**config.mk**
```make
export PLATFORM = sky130hd
export DESIGN_NAME = wt_mem_req_arbiter
export DESIGN_NICKNAME = d
export VERILOG_FILES = /design/src/rtl/wt_cache_pkg.sv /design/src/rtl/rr_arb_tree.sv /design/src/rtl/wt_mem_req_arbiter.sv
export SDC_FILE = /design/constraint.sdc
export NUM_CORES = 1
export LEC_CHECK = 0
export ABC_AREA = 1
export BUFFER_PORTS_ARGS = -buffer_cell sky130_fd_sc_hd__buf_2
export CELL_PAD_IN_SITES_DETAIL_PLACEMENT = 1
export CELL_PAD_IN_SITES_GLOBAL_PLACEMENT = 2
export CORE_UTILIZATION = 23
export CTS_BUF_LIST = sky130_fd_sc_hd__clkbuf_4 sky130_fd_sc_hd__clkbuf_8
export DETAILED_ROUTE_END_ITERATION = 10
export PLACE_DENSITY_LB_ADDON = 0.1
export SYNTH_ARGS = -nofsm -noshare
export SYNTH_HDL_FRONTEND = slang
export SYNTH_SLANG_ARGS = --single-unit
export TNS_END_PERCENT = 50
```
**constraint.sdc**
```tcl
create_clock -name clk_i -period 2.5 [get_ports clk_i]
set_input_delay 0.125 -clock clk_i [delete_from_list [all_inputs] [get_ports clk_i]]
set_output_delay 0.125 -clock clk_i [all_outputs]
set_load 0.01 [all_outputs]
```
**src/rtl/wt_cache_pkg.sv**
```systemverilog
// Shared definitions for the write-through cache memory-request path: requester
// indices, arbiter FSM states and the held-request record.
package wt_cache_pkg;

  localparam logic [1:0] ICACHE    = 2'd0;
  localparam logic [1:0] DCACHE_LD = 2'd1;
  localparam logic [1:0] WBUF_ST   = 2'd2;

  localparam int unsigned NumMemReq = 3;

  // Storage widths of the held request; wider arbiter parameters are truncated.
  localparam int unsigned MemReqAddrWidth = 64;
  localparam int unsigned MemReqDataWidth = 64;
  localparam int unsigned MemReqTidWidth  = 2;

  typedef enum logic [1:0] {
    StIdle,
    StHold,
    StDrain
  } arb_state_e;

  typedef struct packed {
    logic                       valid;
    logic [1:0]                 src;
    logic                       is_store;
    logic [MemReqTidWidth-1:0]  tid;
    logic [MemReqAddrWidth-1:0] addr;
    logic [MemReqDataWidth-1:0] wdata;
  } mem_req_t;

endpackage

```
**src/rtl/rr_arb_tree.sv**
```systemverilog
// Round-robin arbiter: the search starts at the pointer and the pointer moves
// one past the winner only when the downstream side grants.
module rr_arb_tree #(
  parameter int unsigned NumIn    = 3,
  parameter int unsigned IdxWidth = (NumIn > 1) ? $clog2(NumIn) : 1
) (
  input  logic                clk_i,
  input  logic                rst_ni,
  input  logic                flush_i,
  input  logic [NumIn-1:0]    req_i,
  output logic [NumIn-1:0]    gnt_o,
  output logic                req_o,
  input  logic                gnt_i,
  output logic [IdxWidth-1:0] idx_o
);

  logic [IdxWidth-1:0] rr_q, rr_d;
  logic                found;

  always_comb begin
    idx_o = '0;
    found = 1'b0;
    for (int unsigned k = 0; k < NumIn; k++) begin
      if (!found && req_i[(32'(rr_q) + k) % NumIn]) begin
        found = 1'b1;
        idx_o = IdxWidth'((32'(rr_q) + k) % NumIn);
      end
    end
    req_o = |req_i;
    gnt_o = '0;
    if (gnt_i && req_o) gnt_o[idx_o] = 1'b1;
  end

  always_comb begin
    rr_d = rr_q;
    if (flush_i) begin
      rr_d = '0;
    end else if (req_o && gnt_i) begin
      rr_d = (idx_o == IdxWidth'(NumIn - 1)) ? '0 : idx_o + 1'b1;
    end
  end

  always_ff @(posedge clk_i or negedge rst_ni) begin
    if (!rst_ni) rr_q <= '0;
    else         rr_q <= rr_d;
  end

endmodule

```
**src/rtl/wt_mem_req_arbiter.sv**
```systemverilog
// Arbitrates icache, dcache-load and write-buffer-store requests onto one memory port,
// limits stores in flight and implements fences. WT_MEM_ARB_STALL_CNT_EN adds stall_cnt_o.
module wt_mem_req_arbiter
  import wt_cache_pkg::*;
#(
  parameter int unsigned MaxOutstandingStores = 7,
  parameter int unsigned MemTidWidth          = 2,
  parameter int unsigned AddrWidth            = 64,
  parameter int unsigned DataWidth            = 64
) (
  input  logic                                        clk_i,
  input  logic                                        rst_ni,
  input  logic [2:0]                                  req_valid_i,
  output logic [2:0]                                  req_ready_o,
  input  logic [2:0][AddrWidth-1:0]                   req_addr_i,
  input  logic [2:0][MemTidWidth-1:0]                 req_tid_i,
  input  logic [DataWidth-1:0]                        req_wdata_i,
  output logic                                        mem_req_o,
  input  logic                                        mem_gnt_i,
  output logic [AddrWidth-1:0]                        mem_addr_o,
  output logic [DataWidth-1:0]                        mem_wdata_o,
  output logic [MemTidWidth-1:0]                      mem_tid_o,
  output logic [1:0]                                  mem_src_o,
  output logic                                        mem_is_store_o,
  input  logic                                        store_ack_i,
  input  logic                                        fence_i,
  output logic                                        fence_done_o,
`ifdef WT_MEM_ARB_STALL_CNT_EN
  output logic [31:0]                                 stall_cnt_o,
`endif
  output logic [$clog2(MaxOutstandingStores+1)-1:0]   stores_inflight_o
);

  localparam int unsigned CntWidth = $clog2(MaxOutstandingStores + 1);

  arb_state_e          state_q, state_d;
  logic [CntWidth-1:0] cnt_q, cnt_d;
  logic                fence_pend_q, fence_pend_d;
  logic                fence_done_q, fence_done_d;
  mem_req_t            req_q, req_d;

  logic       wbuf_ok, arb_go, arb_req, accept, store_inc, store_dec;
  logic [2:0] elig, arb_gnt;
  logic [1:0] win;

  assign wbuf_ok = (cnt_q != CntWidth'(MaxOutstandingStores)) && (state_q != StDrain) && !fence_i;
  assign elig    = req_valid_i & {wbuf_ok, 2'b11};
  // Gated by reset so no ready is offered while the block is held in reset.
  assign arb_go  = (state_q == StIdle) && rst_ni;

  rr_arb_tree #(
    .NumIn    (NumMemReq),
    .IdxWidth (2)
  ) u_rr_arb (
    .clk_i   (clk_i),
    .rst_ni  (rst_ni),
    .flush_i (1'b0),
    .req_i   (elig),
    .gnt_o   (arb_gnt),
    .req_o   (arb_req),
    .gnt_i   (arb_go),
    .idx_o   (win)
  );

  assign req_ready_o = arb_gnt;
  assign accept      = arb_req && arb_go;
  assign store_inc   = accept && (win == WBUF_ST);
  assign store_dec   = store_ack_i && (cnt_q != '0);

  always_comb begin
    state_d      = state_q;
    req_d        = req_q;
    fence_pend_d = fence_pend_q;
    fence_done_d = 1'b0;
    unique case (state_q)
      StIdle: begin
        if (accept) begin
          req_d.valid    = 1'b1;
          req_d.src      = win;
          req_d.is_store = (win == WBUF_ST);
          req_d.tid      = MemReqTidWidth'(req_tid_i[win]);
          req_d.addr     = MemReqAddrWidth'(req_addr_i[win]);
          req_d.wdata    = (win == WBUF_ST) ? MemReqDataWidth'(req_wdata_i) : '0;
          fence_pend_d   = fence_i;
          state_d        = StHold;
        end else if (fence_i) begin
          state_d = StDrain;
        end
      end
      StHold: begin
        if (fence_i) fence_pend_d = 1'b1;
        if (mem_gnt_i) begin
          req_d.valid  = 1'b0;
          fence_pend_d = 1'b0;
          state_d      = (fence_pend_q || fence_i) ? StDrain : StIdle;
        end
      end
      StDrain: begin
        if (cnt_q == '0) begin
          fence_done_d = 1'b1;
          state_d      = StIdle;
        end
      end
      default: state_d = StIdle;
    endcase
  end

  always_comb begin
    cnt_d = cnt_q;
    if (store_inc && !store_dec)      cnt_d = cnt_q + 1'b1;
    else if (store_dec && !store_inc) cnt_d = cnt_q - 1'b1;
  end

  always_ff @(posedge clk_i or negedge rst_ni) begin
    if (!rst_ni) begin
      state_q      <= StIdle;
      cnt_q        <= '0;
      fence_pend_q <= 1'b0;
      fence_done_q <= 1'b0;
      req_q        <= '0;
    end else begin
      state_q      <= state_d;
      cnt_q        <= cnt_d;
      fence_pend_q <= fence_pend_d;
      fence_done_q <= fence_done_d;
      req_q        <= req_d;
    end
  end

  assign mem_req_o         = req_q.valid;
  assign mem_addr_o        = AddrWidth'(req_q.addr);
  assign mem_wdata_o       = DataWidth'(req_q.wdata);
  assign mem_tid_o         = MemTidWidth'(req_q.tid);
  assign mem_src_o         = req_q.src;
  assign mem_is_store_o    = req_q.is_store;
  assign fence_done_o      = fence_done_q;
  assign stores_inflight_o = cnt_q;

`ifdef WT_MEM_ARB_STALL_CNT_EN
  logic [31:0] stall_cnt_q;

  always_ff @(posedge clk_i or negedge rst_ni) begin
    if (!rst_ni) begin
      stall_cnt_q <= '0;
    end else if (req_valid_i[WBUF_ST] && !wbuf_ok && (stall_cnt_q != '1)) begin
      stall_cnt_q <= stall_cnt_q + 32'd1;
    end
  end

  assign stall_cnt_o = stall_cnt_q;
`endif

endmodule

```
# After elaboration in Yosys (flattened, before gate mapping)
# Index checks and enable logic that the tools add are counted.
# Widths: inputs -> output; s select.
[classes] addsub=5 n_mul=0 n_div=3 magnitude_cmp=5 eq_ne=10 shifts=0 mux=37 n_bitwise=1 n_reduce_logical=27
[ops] cell="$mux 134" count=1
[ops] cell="$bmux 64 s2" count=1
[ops] cell="$mux 64" count=2
[ops] cell="$lt 32x3->1 const B" count=3
[ops] cell="$mod 32x2->32 const B" count=2
[ops] cell="$mod 2x2->32 const B" count=1
[ops] cell="$mux 2" count=10
[ops] cell="$mux 1" count=12
[ops] cell="$logic_and 1x1->1" count=11
[ops] cell="$mux 3" count=3
[ops] cell="$ne 3x3->1 const B" count=3
[ops] cell="$reduce_and 3->1" count=3
[ops] cell="$ne 2x2->1 const B" count=4
[ops] cell="$bmux 1 s2" count=3
[ops] cell="$pmux 2 s3" count=1
[ops] cell="$logic_not 1->1" count=5
[ops] cell="$bmux 2 s2" count=1
[ops] cell="$eq 2x2->1 const B" count=2
[ops] cell="$pmux 1 s2" count=2
[ops] cell="$reduce_bool 2->1" count=2
[ops] cell="$add 2x1->3 const B" count=1
[ops] cell="$add 2x2->3 const B" count=1
[ops] cell="$add 3x1->3 const B" count=1
[ops] cell="$and 3x3->3" count=1
[ops] cell="12 further kinds" count=12
[word_totals] reg_bits=143 latchBits=0 ramBits=0 romBits=0 in_bits=270 output_inout_bits=141 wordCells=99 mem_count=0

# Logic depth before layout (Yosys ltp)
[depth] word_depth=19 ltp_mapped=18 mapped_depth_nobuf=17

# Hierarchy
# A second synthesis with hierarchy kept.
[hier_totals] hier_cells=983 area_unflattened_um2=7244.4
[by_module_without_submodules] mod="wt_mem_req_arbiter" instances=1 cells_per_inst=919 area_per_inst_um2=6895.4
[by_module_without_submodules] mod="rr_arb_tree" instances=1 cells_per_inst=64 area_per_inst_um2=349.1

# Worst setup path after synthesis
# Ideal clock, no wire load.
[synth_path] path_kind="register -> register" startpoint="register u_rr_arb.rr_q[0]" endpoint="register cnt_q[2], in the netlist stores_inflight_o[2]" setup_time_ns=0.131 arrival_time_ns=2.714 t_required_ns=2.369 slack_ns=-0.345 path_stages_with_launch=19 n_path_buf=2 synth_period_minus_slack_ns=2.845 cell_sequence="dfrtp_1 inv_1 ha_1 buf_6 or2_0 nand3_1 nand2_2 nor2_4 nand3_1 nand2_2 nand2_1 inv_2 buf_2 ha_1 inv_1 fa_1 a21oi_1 o21ai_0 xor2_1"
[synth_between] elab_chain_cells=15 elab_cells_between_ends=27
[synth_lines] element="from (decl)" line_no="rr_arb_tree.sv:17" rtl="logic [IdxWidth-1:0] rr_q, rr_d;"
[synth_lines] element="from (signal assigned)" line_no="rr_arb_tree.sv:45" rtl="else rr_q <= rr_d;"
[synth_lines] element="parallel branches: the longest is 9 deep, another holds $mod 32x2->32"
[synth_lines] element="$mux 2 (*)" line_no="rr_arb_tree.sv:24" rtl="if (!found && req_i[(32'(rr_q) + k) % NumIn]) begin"
[synth_lines] element="$eq 2x2->1 (*)" line_no="wt_mem_req_arbiter.sv:67" rtl="assign store_inc = accept && (win == WBUF_ST);"
[synth_lines] element="$logic_and 1x1->1 (*)" line_no="wt_mem_req_arbiter.sv:67"
[synth_lines] element="$logic_not 1->1" line_no="wt_mem_req_arbiter.sv:111" rtl="else if (store_dec && !store_inc) cnt_d = cnt_q - 1'b1;"
[synth_lines] element="$logic_and 1x1->1" line_no="wt_mem_req_arbiter.sv:111"
[synth_lines] element="$reduce_bool 2->1 (no source line)"
[synth_lines] element="to (signal assigned)" line_no="wt_mem_req_arbiter.sv:123" rtl="cnt_q <= cnt_d;"
[synth_lines] element="to (decl)" line_no="wt_mem_req_arbiter.sv:37" rtl="logic [CntWidth-1:0] cnt_q, cnt_d;"
# Every way passes the cells marked *. The select of a mux whose other input is x is not followed.
# A chain may end at the register's enable or synchronous reset.

# Worst setup path after layout
# Ends and elaborated chain as after synthesis.

==> flow_summary_export.csv <==
group,metric,value,unit
worst_setup_path,crit_path_max_fanout,5,
yosys,netlist_instances,831,
global_route,grt_pass1_wl,52.80,mm
detailed_routing,drc,0,
yosys,synth-adder-area-share,0.7758,%
die,fp.dieH,181.6,microns
pwr,totalPowerFinal,14.39,mW
pwr,cellPowerDensity,1068,nW/um^2
global_route,overflow,0,
sta,tightest_slew,0.8069,ns
worst_setup_path,crit_type,"flop to flop",
yosys,syn_area,7418,sq um
yosys,synth_mux_area_share,0.1518,%
detailed_routing,initialDrtViolationCount,216,
final_layout,drive_gt1_share,41.91,%
cts,cts_sinks,143,
sta,clock_skew,0.01125,ns
pwr,ir_drop,0.4991,mV
global_route,antenna_found_initial,2,
sta,whs,0.03849,ns
die,initial_core_util,23.45,%
worst_setup_path,reg2reg_depth,16,
worst_hold_path,worstHoldPathType,"primary input to flop",
placement,hpwl,21.45,mm
sta,finalMaxSlewViolations,0,
yosys,avgSynthCellArea,8.927,sq um
placement,placedCellCount,1612,
final_layout,multi_input_area,3297,sq um
die,num_rows,65,
cts,clockBufferDepth,2,
worst_setup_path,critical_path.max_stage_delay,0.40,ns
final_layout,nFillCells,3752,
detailed_routing,vias_per_cell,4.537,
sta,rsz0062_at_grt,"yes",
run_status,violations,"negative setup slack",
die,core,31640,sq um
final_layout,final_nets,1776,
die,pin_count,411,
global_route,grt_use_total,20.61,%
sta,hold_viol_final,0,
cts,clkTransAtPathRegs,0.09,ns
yosys,synthXorXnorAreaFrac,0.2361,%
final_layout,register_area,3578,sq um
pwr,p_leak,7.020,nW
yosys,syn_nets,1105,
detailed_routing,dr.pass1.iters,5,
run_status,status,"finished with violations",
yosys,seq_area_frac_synth,48.24,%
detailed_routing,vias,8706,
yosys,synth_top_family_by_area,"simple AND/OR/NAND/NOR gates",
pwr,seqPwrFrac,25.9,%
sta,setup_viol,1,
global_route,grt_start_max_net_pins,70,
final_layout,final_cell_mix,"407 x buf_2, 252 x dlygate4sd3_1, 170 x nand3_1",
yosys,synth_simple_gate_area_share,27.81,%
final_layout,mostFrequentLayoutCell,"buf_2",
detailed_routing,wl_per_cell,18.12,microns
placement,place_ws,-0.02103,ns
worst_setup_path,crit_required,2.86,ns
yosys,ys_seq_elements,143,
flow_run,cap_viol_max_count,0,
pwr,p_sw,6.331,mW
pwr,p_clk_share,13.8,%
final_layout,instances_no_fill,1919,
placement,port_buffers,410,
cts,cts_tree,"done",
sta,period_needed,2.502,ns
yosys,synthDistinctLibCells,30,
die,dieArea,32980,sq um
pwr,switching_share,44.00,%
global_route,grt_pass1_vias,9614,
worst_setup_path,crit_chain,"inv_2 > ha_4 > or2_0 > nand3_1 > nand2_2 > nor2_4 > nand3_2 > nand2_4 > nand2_2 > inv_4 > ha_4 > inv_2 > fa_2 > a21oi_2 > o21ai_1 > xor2_1",
sta,slew-limit-headroom,46.21,%
pwr,p_int,8.056,mW
worst_setup_path,start_kind,"flop",
cts,cts_htree_levels,4,
yosys,synth_compound_area_share,13.11,%
cts,cts_buffers,17,
pwr,pwr-share-comb,60.4,%
detailed_routing,ant_nets,0,
worst_setup_path,worstPathArrival,2.86,ns
sta,fmax,399.7,MHz
final_layout,syn_to_final_growth,81.63,%
worst_setup_path,endpoint_kind,"flop",
placement,gp_congestion,0.7873,
sta,layout_setup_ws,-0.001957,ns
sta,fin_crit_sh,100.1,%
yosys,yosys_warnings,0,
cts,root_buffer,"clkbuf_8",
worst_hold_path,hold_depth,5,
worst_setup_path,worst_path_max_delay_cell,"dfrtp_1",
die,die_w,181.6,microns
cts,clk_latency,0.47,ns
detailed_routing,drt-total-wl,34.77,mm
[cells by family (layout without fill, tap and decap cells)]
logic type      after synthesis  in the layout
simple gates                386            386
buf+inv                     151            835
compound gates              144            144
flops                       143            143
fa+ha+maj                     4              4
xor+xnor                      2              2
mux                           1              1
other cells                   0              2
[metal layers]
| metal | up-vias | wire length (microns) | GRT usage (%) |
|---|---|---|---|
| met5 | - | 0 | 0 |
| met4 | 0 | 907 | 8.271 |
| met3 | 57 | 1934 | 4.793 |
| met2 | 318 | 17300 | 36.48 |
| met1 | 4194 | 14630 | 23.89 |
| li1 | 4137 | - | - |
[area by class of cell]
type	count	area share (%)
repair buffers	717	39.60
flip-flops and latches	143	26.56
multi-input cells	537	24.47
well taps	402	3.733
inverters	86	2.535
clock buffers	19	1.941
clock inverters	13	1.124
diodes	2	0.03714
[metrics by stage]
stage | instance area, sq um | util (%) | TNS (ns)
final | 13470 | 42.59 | -0.001957
after global routing | 13470 | 42.59 | -0.5770
after CTS | 13320 | 42.11 | -0.1286
after detailed placement | 10040 | 31.73 | -0.02103
after global placement | 10040 | 31.73 | 0
after floorplan | 7452 | - | -0.2754
[cell usage after synthesis, drive strengths merged]
cell,count,area [sq um]
a21oi,68,340.3
a22o,64,560.5
a31oi,1,6.260
buf,43,312.8
clkbuf,22,82.58
dfrtp,143,3578
fa,1,20.02
ha,3,37.54
inv,86,322.8
mux2,1,11.26
nand2,93,356.6
nand3,209,1206
nand4,2,12.51
nor2,15,68.81
o211ai,1,12.51
o21ai,9,45.04
o21bai,1,7.510
or2,67,419.2
xnor2,1,8.760
xor2,1,8.760
[sequential cells by signal, summed over array words and instances, names as in the netlist]
name               count
fence_pend_q           1
fence_done_o           1
mem_addr_o            64
mem_wdata_o           64
mem_src_o              2
mem_tid_o              2
mem_is_store_o         1
u_rr_arb.rr_q          2
mem_req_o              1
state_q                2
stores_inflight_o      3
[critical path: cells and delay by family (launching register included)]
| kind | cells | cell delay [ns] |
|---|---|---|
| AND/OR/NAND/NOR | 7 | 0.72 |
| adder cells (fa/ha/maj) | 3 | 0.68 |
| flip-flops | 1 | 0.40 |
| buffers and inverters | 3 | 0.22 |
| AO/OA/AOI/OAI | 2 | 0.21 |
| XOR/XNOR | 1 | 0.14 |
[what timing repair did]
item                       in CTS  in global routing
hold buffers                  251                  1
hold endpoints to repair      226                  1
setup endpoints to repair      30                 93
gates cloned                    5                  2
buffers inserted               10                  6
pin swaps                       5                  5
resized for setup              28                 22
[final timing paths]
check	startpoint	to	slack, ns
max in group asynchronous	rst_ni	mem_wdata_o[59]	1.10
hold / removal	req_addr_i[76]	mem_addr_o[12]	0.04
min in group asynchronous	rst_ni	mem_addr_o[50]	0.32
setup reg to reg	u_rr_arb.rr_q[0]	stores_inflight_o[2]	-0.002
setup / recovery	u_rr_arb.rr_q[0]	stores_inflight_o[2]	-0.002
hold reg to reg	mem_src_o[0]	mem_src_o[0]	0.49
[power by group through the flow]
stage,sequential (mW),clock (mW),combinational (mW)
after CTS,3.73,2.07,8.58
final,3.72,1.98,8.69
after floorplan,4.16,0,4.13
after global routing,3.85,2.16,9.53
after detailed placement,3.74,0,7.60
after global placement,3.73,0,7.54
No activity file was read; power rests on OpenSTA's default activity.
